`src/rtl/iopage_master.sv`:
```
// CPU-side initiator for the I/O-page bus: detects top-8KB accesses, sequences
// decode/strobe/completion with the register slaves, and returns ack, data or NXM.
module iopage_master #(
    parameter int unsigned TIMEOUT = 4
) (
    input  logic        clk,
    input  logic        reset,
    input  logic        cpu_req,
    input  logic        cpu_wr,
    input  logic        cpu_byte_op,
    input  logic [21:0] cpu_addr,
    input  logic [15:0] cpu_data_in,
    output logic [15:0] cpu_data_out,
    output logic        cpu_ack,
    output logic        cpu_nxm,
    output logic        busy,
    output logic [12:0] iopage_addr,
    output logic [15:0] iopage_data_out,
    output logic        iopage_rd,
    output logic        iopage_wr,
    output logic        iopage_byte_op,
    input  logic        iopage_decode,
    input  logic [15:0] iopage_data_in
);

    localparam int unsigned CW = (TIMEOUT > 1) ? $clog2(TIMEOUT) : 1;
    localparam logic [CW-1:0] LAST = CW'(TIMEOUT - 1);

    typedef enum logic [2:0] {
        S_IDLE,
        S_DECODE,
        S_ACCESS,
        S_DONE,
        S_NXM
    } state_t;

    state_t        state;
    logic [CW-1:0] count;
    logic          wr_q;

    always_ff @(posedge clk) begin
        if (reset) begin
            state           <= S_IDLE;
            count           <= '0;
            wr_q            <= 1'b0;
            cpu_data_out    <= '0;
            cpu_ack         <= 1'b0;
            cpu_nxm         <= 1'b0;
            busy            <= 1'b0;
            iopage_addr     <= '0;
            iopage_data_out <= '0;
            iopage_rd       <= 1'b0;
            iopage_wr       <= 1'b0;
            iopage_byte_op  <= 1'b0;
        end else begin
            cpu_ack   <= 1'b0;
            cpu_nxm   <= 1'b0;
            iopage_rd <= 1'b0;
            iopage_wr <= 1'b0;
            case (state)
                S_IDLE: begin
                    if (cpu_req && cpu_addr[21:13] == 9'o777) begin
                        iopage_addr     <= cpu_addr[12:0];
                        iopage_data_out <= cpu_data_in;
                        iopage_byte_op  <= cpu_byte_op;
                        wr_q            <= cpu_wr;
                        count           <= '0;
                        busy            <= 1'b1;
                        state           <= S_DECODE;
                    end
                end
                S_DECODE: begin
                    if (iopage_decode) begin
                        iopage_rd <= ~wr_q;
                        iopage_wr <= wr_q;
                        state     <= S_ACCESS;
                    end else if (count == LAST) begin
                        cpu_ack <= 1'b1;
                        cpu_nxm <= 1'b1;
                        state   <= S_NXM;
                    end else begin
                        count <= count + 1'b1;
                    end
                end
                S_ACCESS: begin
                    // Read data is captured at the close of the strobe cycle,
                    // so decode dropping here cannot abort the access.
                    if (!wr_q) begin
                        if (iopage_byte_op && iopage_addr[0])
                            cpu_data_out <= {8'h00, iopage_data_in[15:8]};
                        else if (iopage_byte_op)
                            cpu_data_out <= {8'h00, iopage_data_in[7:0]};
                        else
                            cpu_data_out <= iopage_data_in;
                    end
                    cpu_ack <= 1'b1;
                    state   <= S_DONE;
                end
                S_DONE, S_NXM: begin
                    busy  <= 1'b0;
                    state <= S_IDLE;
                end
                default: state <= S_IDLE;
            endcase
        end
    end

endmodule

```
`config.mk`:
```
export PLATFORM = sky130hd
export DESIGN_NAME = iopage_master
export DESIGN_NICKNAME = d
export VERILOG_FILES = /design/src/rtl/iopage_master.sv
export SDC_FILE = /design/constraint.sdc
export NUM_CORES = 1
export LEC_CHECK = 0
export ABC_AREA = 1
export CORE_UTILIZATION = 43
export DETAILED_ROUTE_END_ITERATION = 6
export HOLD_SLACK_MARGIN = 0.03
export PLACE_DENSITY = 0.85
export REMOVE_ABC_BUFFERS = 1
export SLEW_MARGIN = 20
export SYNTH_ARGS = -nofsm -noshare
export SYNTH_HDL_FRONTEND = slang
export SYNTH_SLANG_ARGS = --single-unit
```
`constraint.sdc`:
```
create_clock -name clk -period 2.64 [get_ports clk]
set_input_delay 0.528 -clock clk [delete_from_list [all_inputs] [get_ports clk]]
set_output_delay 0.528 -clock clk [all_outputs]
set_load 0.02 [all_outputs]
```
Yosys cells after proc, flatten, opt, wreduce, memory -nomap -nowiden:

Cells that the tools add are included.
Widths: inputs -> output; s select.

* add/subtract/negate cells: 1
* equal/unequal tests: 10
* mux-type cells: 15
* bitwise logic cells: 3
* reductions and logical operators: 13

Operators with widths (count)
* $mux 16: 2
* $eq 9x9->1 const B: 1
* $mux 3: 3
* $pmux 3 s3: 1
* $reduce_and 2->1: 4
* $eq 3x2->1 const B: 2
* $mux 2: 3
* $ne 2x2->1 const B: 3
* $pmux 1 s2: 2
* $pmux 2 s2: 1
* $reduce_and 4->1: 1
* $reduce_bool 2->1: 2
* $reduce_or 2->1: 2
* $eq 3x1->1 const B: 1
* $eq 3x3->1 const B: 1
* $logic_not 3->1: 1
* $mux 1: 3
* $ne 3x3->1 const B: 1
* $not 1->1: 3
* $reduce_or 3->1: 1
* $add 2x1->2 const B: 1
* $eq 2x2->1 const B: 1
* $logic_and 1x1->1: 2

* register bits after elaboration: 57
* input bits: 60
* output and inout bits: 51
* word-level logic and storage cells: 54

Logic depth before layout (Yosys ltp):

Gate-level depths: netlist (run 1).

* depth after elaboration: 4
* depth in mapped cells: 8

Worst setup path after synthesis (run 1):

No wires, ideal clock.

* path kind: input port to flip-flop
* start point: input port cpu_addr[18]
* end point: register iopage_byte_op
* data arrival time: 1.245 ns
* data required time: 2.524 ns
* path slack: 1.280 ns
* cell stages on the path: 8
* buffers on the path: 1
* path through: nand2_1 > nor2_1 > nand3_1 > nor2_4 > inv_2 > buf_2 > nor2_1 > nor2_1

* word-level cells in the longest chain between the ends: 3

RTL lines
* start, declared: line 11 `input logic [21:0] cpu_addr,`
* $eq 9x9->1: line 62 `if (cpu_req && cpu_addr[21:13] == 9'o777) begin`
* $logic_and 1x1->1: line 62
* $reduce_and 2->1 (no source line)
* end signal, assigned: line 65 `iopage_byte_op <= cpu_byte_op;`
* end, declared: line 21 `output logic iopage_byte_op,`

Every way passes these cells.
A chain may end at the register's enable or synchronous reset.

Worst setup path in the final report (run 1):

* start point: register iopage_addr[0]
* end point: output port iopage_addr[0]

RTL lines
* start, declared: line 17 `output logic [12:0] iopage_addr,`
* start signal, assigned: line 63 `iopage_addr <= cpu_addr[12:0];`

No word-level cell between the ends.

==> summary.md, run 1 <==
| Metric | Value |
|---|---|
| Outcome | completed |
| Synth warnings | 0 |
| Port Buffers | 110 |
| Core Box Area | ~4800 um^2 |
| Normalized max-slew margin | 0.379 |
| Top post-synthesis cells by count | nor2_1, dfxtp_1, nand2_1 |
| CTS resizes | 0 |
| Max H-tree Level | 3 |
| Crit path DAT | 1530 ps |
| Final design utilization | 0.731 |
| Wire per inst | 12.9 um |
| Post-place instance area | 3330 um^2 |
| Seq/Total Area, Yosys | 0.518 |
| Inserted Clock Buffers | 9 |
| Comb pwr share | 0.067 |
| Cell count of the worst reg-to-reg path | 7 |
| Total Routing Usage GR | 0.236 |
| Number of synthesized flops with an enable pin | 0 |
| FF+latch count, synth | 57 |
| Die H | 73.6 um |
| Bufs and invs on worst path | 1 |
| Ys flop type | dfxtp_1 |
| Fin nets | 461 |
| Via Count | 2337 |
| Clock Latency Late Sink | 330 ps |
| Top-count cell post-synth | nor2_1 |
| DRT Pass-1 Iters | 4 |
| Ant. Diodes | 0 |
| TritonCTS clock tree | done |
| Startpoint types | flop |
| Number of global-route vias before repair | 2242 |
| Worst-path fanout max | 11 |
| Max-cap violations | 0 |
| Synth area leader | dfxtp_1 |
| Critical path class | reg -> out |
| Internal power | 1420 uW |
| Final hold viol count | 0 |
| First-pass GRT wire length | 9640 um |
| Area growth, synth to finish | 59.7% |
| Slowest CP cell | clkdlybuf4s50_1 |
| Minimum clock period | 2060 ps |
| Post-DP HPWL | 4350 um |
| Async SR Flop Fraction | 0 |
| Share of the synthesized area in the top cell type | 0.518 |
| Synth area leaders | dfxtp_1, nor2_1, o21ai_0 |
| DIE WIDTH | 73.6 um |
| Ports | 111 |
| Worst vdd rail ir drop | 0.394 mV |
| Total Power | 1780 uW |
| Die area | 5420 um^2 |
| Worst setup path startpoint | iopage_addr[0] |
| CP endpoint | iopage_addr[0] |
| Routability cong. | 0.777 |
| RSZ-0062 raised after global routing | false |
| Hold_buf cts | 0 |
| Grt ovf | 0 |
| Hold path depth | 1 |
| HP Class | reg -> reg |
| Share of layout cells above drive strength 1 | 0.0644 |
| Clock Tree Root | clkbuf_8 |
| Net switching power | 354 uW |
| Net Sw Frac | 0.199 |
| Iter 0 DRT Violations | a little under 90 |
| Final Cell Area | roughly 3500 um^2 |
| Cell area power density | 505 nW/um^2 |
| Setup TNS | 0 ps |
| Cells after synthesis | 292 |
| Final setup fails | 0 |
| Vias per inst | 4.96 |
| Worst Path Required | roughly 2100 ps |
| Synth cell types | 21 |
| Setup bufs post-CTS | 0 |
| CP delay by family, top | buffers and inverters |
| Clock Path Buffers | 2 |
| DRT antenna net count | 0 |
| Reg-to-reg setup timing slack | about 880 ps |
| Maximum number of pins on one net before global-route repair | 37 |
| Fmax | 485 MHz |
| Critical path's largest stage delay | 680 ps |
| Sequential power share | 0.485 |
| Post-synthesis cell area | 2200 um^2 |
| CP Capture Type | output pin |
| Worst Clk Skew | between 7 and 8 ps |
| DRC violations left | 0 |
| CP Cell Sequence | clkdlybuf4s50_1 |
| Static leakage | 0.00142 uW |
| Initial cell density of the core | 0.458 |
| Fin. max-slew vios | 0 |
| Worst Hold Margin | 461 ps |
| Clock power share | 0.448 |
| Clk slew on worst S/H paths | 60 ps |
| Row count | 25 |
| WL final | 6090 um |
| Initial antenna violation count | 0 |
| Syn avg cell area | 7.55 um^2 |
| Reg2reg start | state[0] |
| Crit Reg-Reg Endpoint | cpu_data_out[6] |
| Worst Tran Pin Value | between 900 and 1000 ps |
| CP Depth | 1 |
| Total clock sinks | between 50 and 60 |
| Fin crit share | 0.781 |
## layout by cell type, fill, tap and decap left out, types with 3 or more instances in the layout
| cell type | instances |
|---|---|
| nand4_1 | 9 |
| clkdlybuf4s50_1 | 110 |
| buf_4 | 3 |
| dfxtp_1 | 57 |
| nor2_1 | 86 |
| a21oi_1 | 22 |
| clkbuf_8 | 11 |
| nand2_1 | 31 |
| inv_1 | 13 |
| o21ai_0 | 29 |
| o21ai_1 | 3 |
| nand3_1 | 14 |
| a21oi_2 | 4 |
## power groups by stage
stage	combinational, uW	sequential [uW]	clock, uW
2_1_floorplan	14.7	882	0
3_3_place_gp	118	881	0
3_5_place_dp	119	881	0
4_1_cts	120	862	809
5_1_grt	128	862	842
6_report	120	862	796
## per-layer routing
| layer | up-vias | part of all wire | track usage |
|---|---|---|---|
| met5 | - | 0 | 0 |
| met4 | 0 | 0.020 | 0.124 |
| met3 | 11 | 0.11 | 0.107 |
| met2 | 91 | 0.46 | 0.390 |
| met1 | 1068 | 0.41 | 0.253 |
| li1 | 1167 | - | - |
## cells by family after synthesis
| kind of cell | count (synthesis) | synth area share |
|---|---|---|
| and+or+nand+nor | 144 | 0.270 |
| buffers and inverters | 31 | 0.0647 |
| AOI/OAI and AO/OA | 59 | 0.142 |
| DFF | 57 | 0.518 |
| adders and majority gates | 1 | 0.00567 |
## registers in the layout, indices dropped and copies added (netlist names), 2 cells and up
| register | flops |
|---|---|
| cpu_data_out | 16 |
| iopage_data_out | 16 |
| iopage_addr | 13 |
| state | 3 |
| count | 2 |
## metrics by stage
stage | setup WS (ps) | std cells
floorplan | 967 | 276
global placement | 536 | 456
detailed placement | 463 | 456
CTS | 574 | 471
global route | 529 | 471
finish | 578 | 471
## how the worst min path moves through the flow
stage,to,startpoint
finish,iopage_rd,wr_q
CTS,iopage_rd,wr_q
floorplan,iopage_rd,wr_q
global placement,iopage_rd,wr_q
global route,iopage_rd,wr_q
detailed placement,iopage_rd,wr_q
## final cells by class
class	count	area [um^2]
clock inverter	3	40.0
tap	67	83.8
timing repair buffer	113	1120
fill	386	1300
inverter	15	56.3
sequential	57	1140
clock buffer	12	155
multi-input combinational	204	921
No activity file was read; power rests on OpenSTA's default activity.
==> run 2: changes to the inputs <==
Settings changed: CORE_UTILIZATION 43 to 40, PLACE_DENSITY 0.85 to 0.8.
Clock period 2.64 ns to 2 ns, I/O delays scaled along.
==> run 2 against run 1 <==
  * Global-route usage shrank 1.6 points
  * Flip-flop and latch count is the same
  * Sequential share of layout area shrank 0.41 points
  * Non-clock buffer count grew 3
  * Critical endpoint is now cpu_data_out[1]
==> summary.md, run 2 (synthesized netlist as in run 1, its figures left out) <==
| Metric | Value |
|---|---|
| Outcome | completed |
| RSZ-0062 raised after global routing | false |
| Port Buffers | 110 |
| Dpl ws | 123 ps |
| Hold_buf cts | 0 |
| Worst Clk Skew | ~5.0 ps |
| Final hold viol count | 0 |
| Share of layout cells above drive strength 1 | 0.0737 |
| Total clock sinks | 57 |
| Critical path's largest stage delay | 630 ps |
| Commonest non-fill, non-tap cell in the layout | clkdlybuf4s50_1 |
| Reg2reg start | wr_q |
| DRT antenna net count | 0 |
| Fin crit share | 0.852 |
| Cell area power density | 684 nW/um^2 |
| Fillers | 437 |
| Ports | 111 |
| Worst Tran Pin Value | 536 ps |
| DRC violations left | 0 |
| TritonCTS clock tree | done |
| Vias per inst | 4.88 |
| Ant. Diodes | 0 |
| HP Class | reg -> reg |
| Die area | approximately 5800 um^2 |
| Largest regs | cpu_data_out: 16 flops, iopage_data_out: 16 flops, iopage_addr: 13 flops |
| Internal power | 1950 uW |
| Startpoint types | flop |
| Crit Reg-Reg Endpoint | cpu_data_out[1] |
| Worst vdd rail ir drop | 0.411 mV |
| Iter 0 DRT Violations | 164 |
| Reg-to-reg setup timing slack | 480 ps |
| DIE WIDTH | 76.2 um |
| Worst-path fanout max | 2 |
| Number of global-route vias before repair | 2284 |
| Routability cong. | 0.780 |
| Wire per inst | 12.7 um |
| Clock Tree Root | clkbuf_8 |
| Bufs and invs on worst path | 1 |
| Final setup fails | 0 |
| WL final | 6050 um |
| Total Power | between 2000 and 2500 uW |
| Register area | 1140 um^2 |
| Row count | 26 |
| Maximum number of pins on one net before global-route repair | 37 |
| Setup bufs post-CTS | 0 |
| Hold EP | iopage_rd |
| CP Cell Sequence | clkdlybuf4s50_1 |
| Fin nets | 464 |
| Sequential power share | 0.466 |
| Die H | between 70 and 80 um |
| Hold Path Origin | wr_q |
| Inserted Clock Buffers | 9 |
| Grt ovf | 0 |
| Slowest CP cell | clkdlybuf4s50_1 |
| Clock power share | 0.469 |
| Area growth, synth to finish | 61.7% |
| Critical path class | reg -> out |
| Normalized max-slew margin | 0.642 |
| Net switching power | 490 uW |
| Clock Latency Late Sink | 330 ps |
| Max H-tree Level | 3 |
| DRT Pass-1 Iters | 4 |
| Clk slew on worst S/H paths | 60 ps |
| CTS resizes | 0 |
| CP delay by family, top | buffers and inverters |
| Final worst slack | just under 300 ps |
| CP Capture Type | output pin |
| Area occupied by multi-input gates | 921 um^2 |
| Minimum clock period | around 1700 ps |
| Worst Path Required | 1600 ps |
| First-pass GRT wire length | 10100 um |
| Setup TNS | 0 ps |
| Net Sw Frac | 0.201 |
| Crit path DAT | 1300 ps |
| Initial antenna violation count | 0 |
| Static leakage | 0.00144 uW |
| Via Count | between 2000 and 2500 |
| Cell count of the worst reg-to-reg path | 5 |
| Post-DP HPWL | 4080 um |
| Most frequent cells in the layout | clkdlybuf4s50_1, nor2_1, dfxtp_1, nand2_1, o21ai_0 |
| Clock Path Buffers | 2 |
| Max-cap violations | 0 |
| Initial cell density of the core | 0.424 |
| Hold path depth | 1 |
| Core Box Area | 5200 um^2 |
| Comb pwr share | 0.065 |
| Fin. max-slew vios | 0 |
| Fmax | slightly below 600 MHz |
| Total Routing Usage GR | 0.220 |
## run 2: cell count changes in the layout (fill, tap and decap cells not counted), sizes merged
cell	delta
clkinv	-1
clkbuf	+1
buf	+3
## run 2: per-stage QoR
stage | util | instances | hold WS (ps) | cell area [um^2]
after floorplan | - | 276 | 414 | 2120
final | 0.685 | 477 | 462 | 3570
after CTS | 0.685 | 477 | 462 | 3570
after detailed placement | 0.644 | 462 | 442 | 3350
after global routing | 0.685 | 477 | 487 | 3570
after global placement | 0.644 | 462 | 441 | 3350
## run 2: cell type report
class,instances,area share
timing repair buffer,116,0.321
sequential,57,0.320
multi-input combinational,204,0.258
clock buffer,13,0.0502
tap,70,0.0246
inverter,15,0.0158
clock inverter,2,0.00982
## run 2: power by group through the flow
stage	combinational [uW]	clock, uW	sequential (uW)
floorplan	19.4	0	1160
global placement	157	0	1160
detailed placement	158	0	1160
CTS	159	1160	1140
global route	171	1220	1140
finish	159	1140	1140
## run 2: how the worst max path moves through the flow
| stage | depth (start not counted) | slack, ps | to | start |
|---|---|---|---|---|
| finish | 1 | 300 | cpu_data_out[1] | cpu_data_out[1] |
| global route | 1 | 240 | iopage_data_out[3] | iopage_data_out[3] |
| CTS | 1 | 290 | iopage_data_out[3] | iopage_data_out[3] |
| detailed placement | 8 | 120 | iopage_data_out[1] | cpu_addr[20] |
| global placement | 8 | 150 | iopage_data_out[1] | cpu_addr[20] |
| floorplan | 7 | 450 | iopage_byte_op | cpu_addr[18] |
## run 2: layer usage
metal | up-vias | GRT usage | wire length [um]
met1 | 1037 | 0.255 | 2750
met4 | 0 | 0.0981 | 125
li1 | 1167 | - | -
met5 | - | 0 | 0
met2 | 110 | 0.339 | 2560
met3 | 14 | 0.110 | 615
==> edit (flow settings as in run 2) <==
The 5 states of `state_t` get a one-hot encoding in 5 bits.
--- a/src/rtl/iopage_master.sv
+++ b/src/rtl/iopage_master.sv
@@ -28,8 +28,8 @@
 
-    typedef enum logic [2:0] {
-        S_IDLE,
-        S_DECODE,
-        S_ACCESS,
-        S_DONE,
-        S_NXM
+    typedef enum logic [4:0] {
+        S_IDLE   = 5'b00001,
+        S_DECODE = 5'b00010,
+        S_ACCESS = 5'b00100,
+        S_DONE   = 5'b01000,
+        S_NXM    = 5'b10000
     } state_t;
Function: same outputs for any inputs over 10 cycles, from zero or initial values and one cycle with reset high; not proved beyond that.
==> edit against run 2 <==
- total power rose by 2.0%
- sequential share of layout area rose by 0.34 points
- non-clock buffer count fell by 2
- setup slack got worse by 39 ps
- global-route usage fell by 2.6 points
- cell area rose by 2.4%
- synthesized area rose by 3.9%
- largest cell class is now flip-flops and latches
- wire length fell by 9.6%
- sequential cell count rose by 2
- count of clock-buffer cells in the layout fell by 2
- hold slack improved by 1.5 ps
- register-to-register slack got worse by 30 ps
- critical path depth did not move
==> edit: results (changes against run 2) <==
Status: complete, no violations
R2r setup slk: 450 ps (-30 ps)
CTS sink count: 59 (+3.5%)
CP max FO: 4 (+2)
Number of buffers created by CTS: 9 (unchanged)
Synth top cells by count: nor2_1, dfxtp_1, nand2_1, o21ai_1, o21ai_0
Leak: 1.38 nW (-4.5%)
DR WL/cell: 11.3 µm (-11%)
Sequential Area: 1180 µm² (+3.5%)
Clock-cell share of area: 5.72% (-0.28 points)
CP arrival: 1340 ps (+40 ps)
Final hold slack: 464 ps (+1.48 ps)
Clkbuf count: 11 (-2)
Worst-path clk slew: 60 ps (about the same)
Multi-input gate area: 971 µm² (+5.4%)
Net count, final: 467 (+0.65%)
Util after Layout: 66.3% (-2.2 points)
First-pass DRT Iterations: 5 (+1)
Met3 WL: 441 µm (-28%)
Hpwl dp: 3.97 mm (-2.8%)
FILL cells: 447 (+2.3%)
Post-Layout Cell Count: 483 (+1.3%)
Power Density: 681 nW/µm² (-0.43%)
Signal buffers: 114 (-1.7%)
Mux cell area share after synthesis: 3.93% (+3.9 points)
Synth Area per Inst: 7.79 µm² (+3.2%)
Sequential share of the synthesized area: 51.6% (-0.17 points)
Global Route met1 Usage: 20.6% (-4.9 points)
Hold path cells: 2 (+1)
Final Skew: 7.80 ps (+2.83 ps)
WHS Endpoint: cpu_data_out[9]$_SDFFE_PP0P_
Compound-gate portion of the synthesized area: 11.5% (-2.7 points)
Area after DPL: 3440 µm² (+2.7%)
R2R Path End: cpu_data_out[6]$_SDFFE_PP0P_
Adder-cell share of the synthesized area: 0.546% (-0.021 points)
Buffering overhead: 31.3% (-0.83 points)
GRT met2 Usage: 33.9% (about the same)
DR iter-0 viols: 99 (-40%)
Vias in the first global route: 2087 (-8.6%)
R2r startpoint: state[3]$_SDFFE_PP0P_
First-pass GRT wire length: 9.14 mm (-9.5%)
Worst Reg-to-Reg Cells: 6 (+1)
Max VDD drop: 0.431 mV (+4.9%)
Top cells by area, synth: dfxtp_1, nor2_1, o21ai_1
Worst Hold Launch: cpu_data_out[9]$_SDFFE_PP0P_
Initial antenna violation count: 0 (unchanged)
Setup Buffers After CTS: 0 (unchanged)
Rel. slew slack: 73.3% (+9.0 points)
Post-Route M1 WL: 2.26 mm (-18%)
Routed wl met2: 2.69 mm (+5.0%)
GR Util All Layers: 19.4% (-2.6 points)
Via count: 2259 (-3.0%)
GR Layer Usage met3: 6.71% (-4.3 points)
Pre-CTS WS: 34.1 ps (-88.8 ps)
Final GP Congestion: 0.779 (-0.24%)
Multi-input gates: 207 (+1.5%)
Biggest regs: cpu_data_out x16, iopage_data_out x16, iopage_addr x13
Layout cells sized above 1: 8.27% (+0.90 points)
Yosys cell types: 24 (+14%)
Largest net degree at the start of global routing: 36 (-2.7%)
-- edit: cell count changes after synthesis, sizes merged, moves of 3 or more --
cell   delta
nor3      +3
nand4     -8
o21ai     +8
nor2      +9
mux2      +8
a21oi    -15
buf       -5
-- edit: how the worst max path moves through the flow --
stage	start	endpoint	slack [ps]	cells past startpoint
after floorplan	cpu_addr[20]	iopage_addr[0]$_SDFFE_PP0P_	410	7
after global placement	cpu_addr[16]	iopage_data_out[3]$_SDFFE_PP0P_	130	9
after detailed placement	cpu_addr[15]	iopage_addr[3]$_SDFFE_PP0P_	30	9
after CTS	iopage_byte_op$_SDFFE_PP0P_	iopage_byte_op	230	1
after global routing	iopage_byte_op$_SDFFE_PP0P_	iopage_byte_op	190	1
final	iopage_byte_op$_SDFFE_PP0P_	iopage_byte_op	260	1
-- edit: where the power goes --
group          internal [W]  switching, W  total (W)
clock              0.000698      0.000440    0.00114
sequential          0.00118   0.000000527    0.00118
combinational      0.000123     0.0000526   0.000175
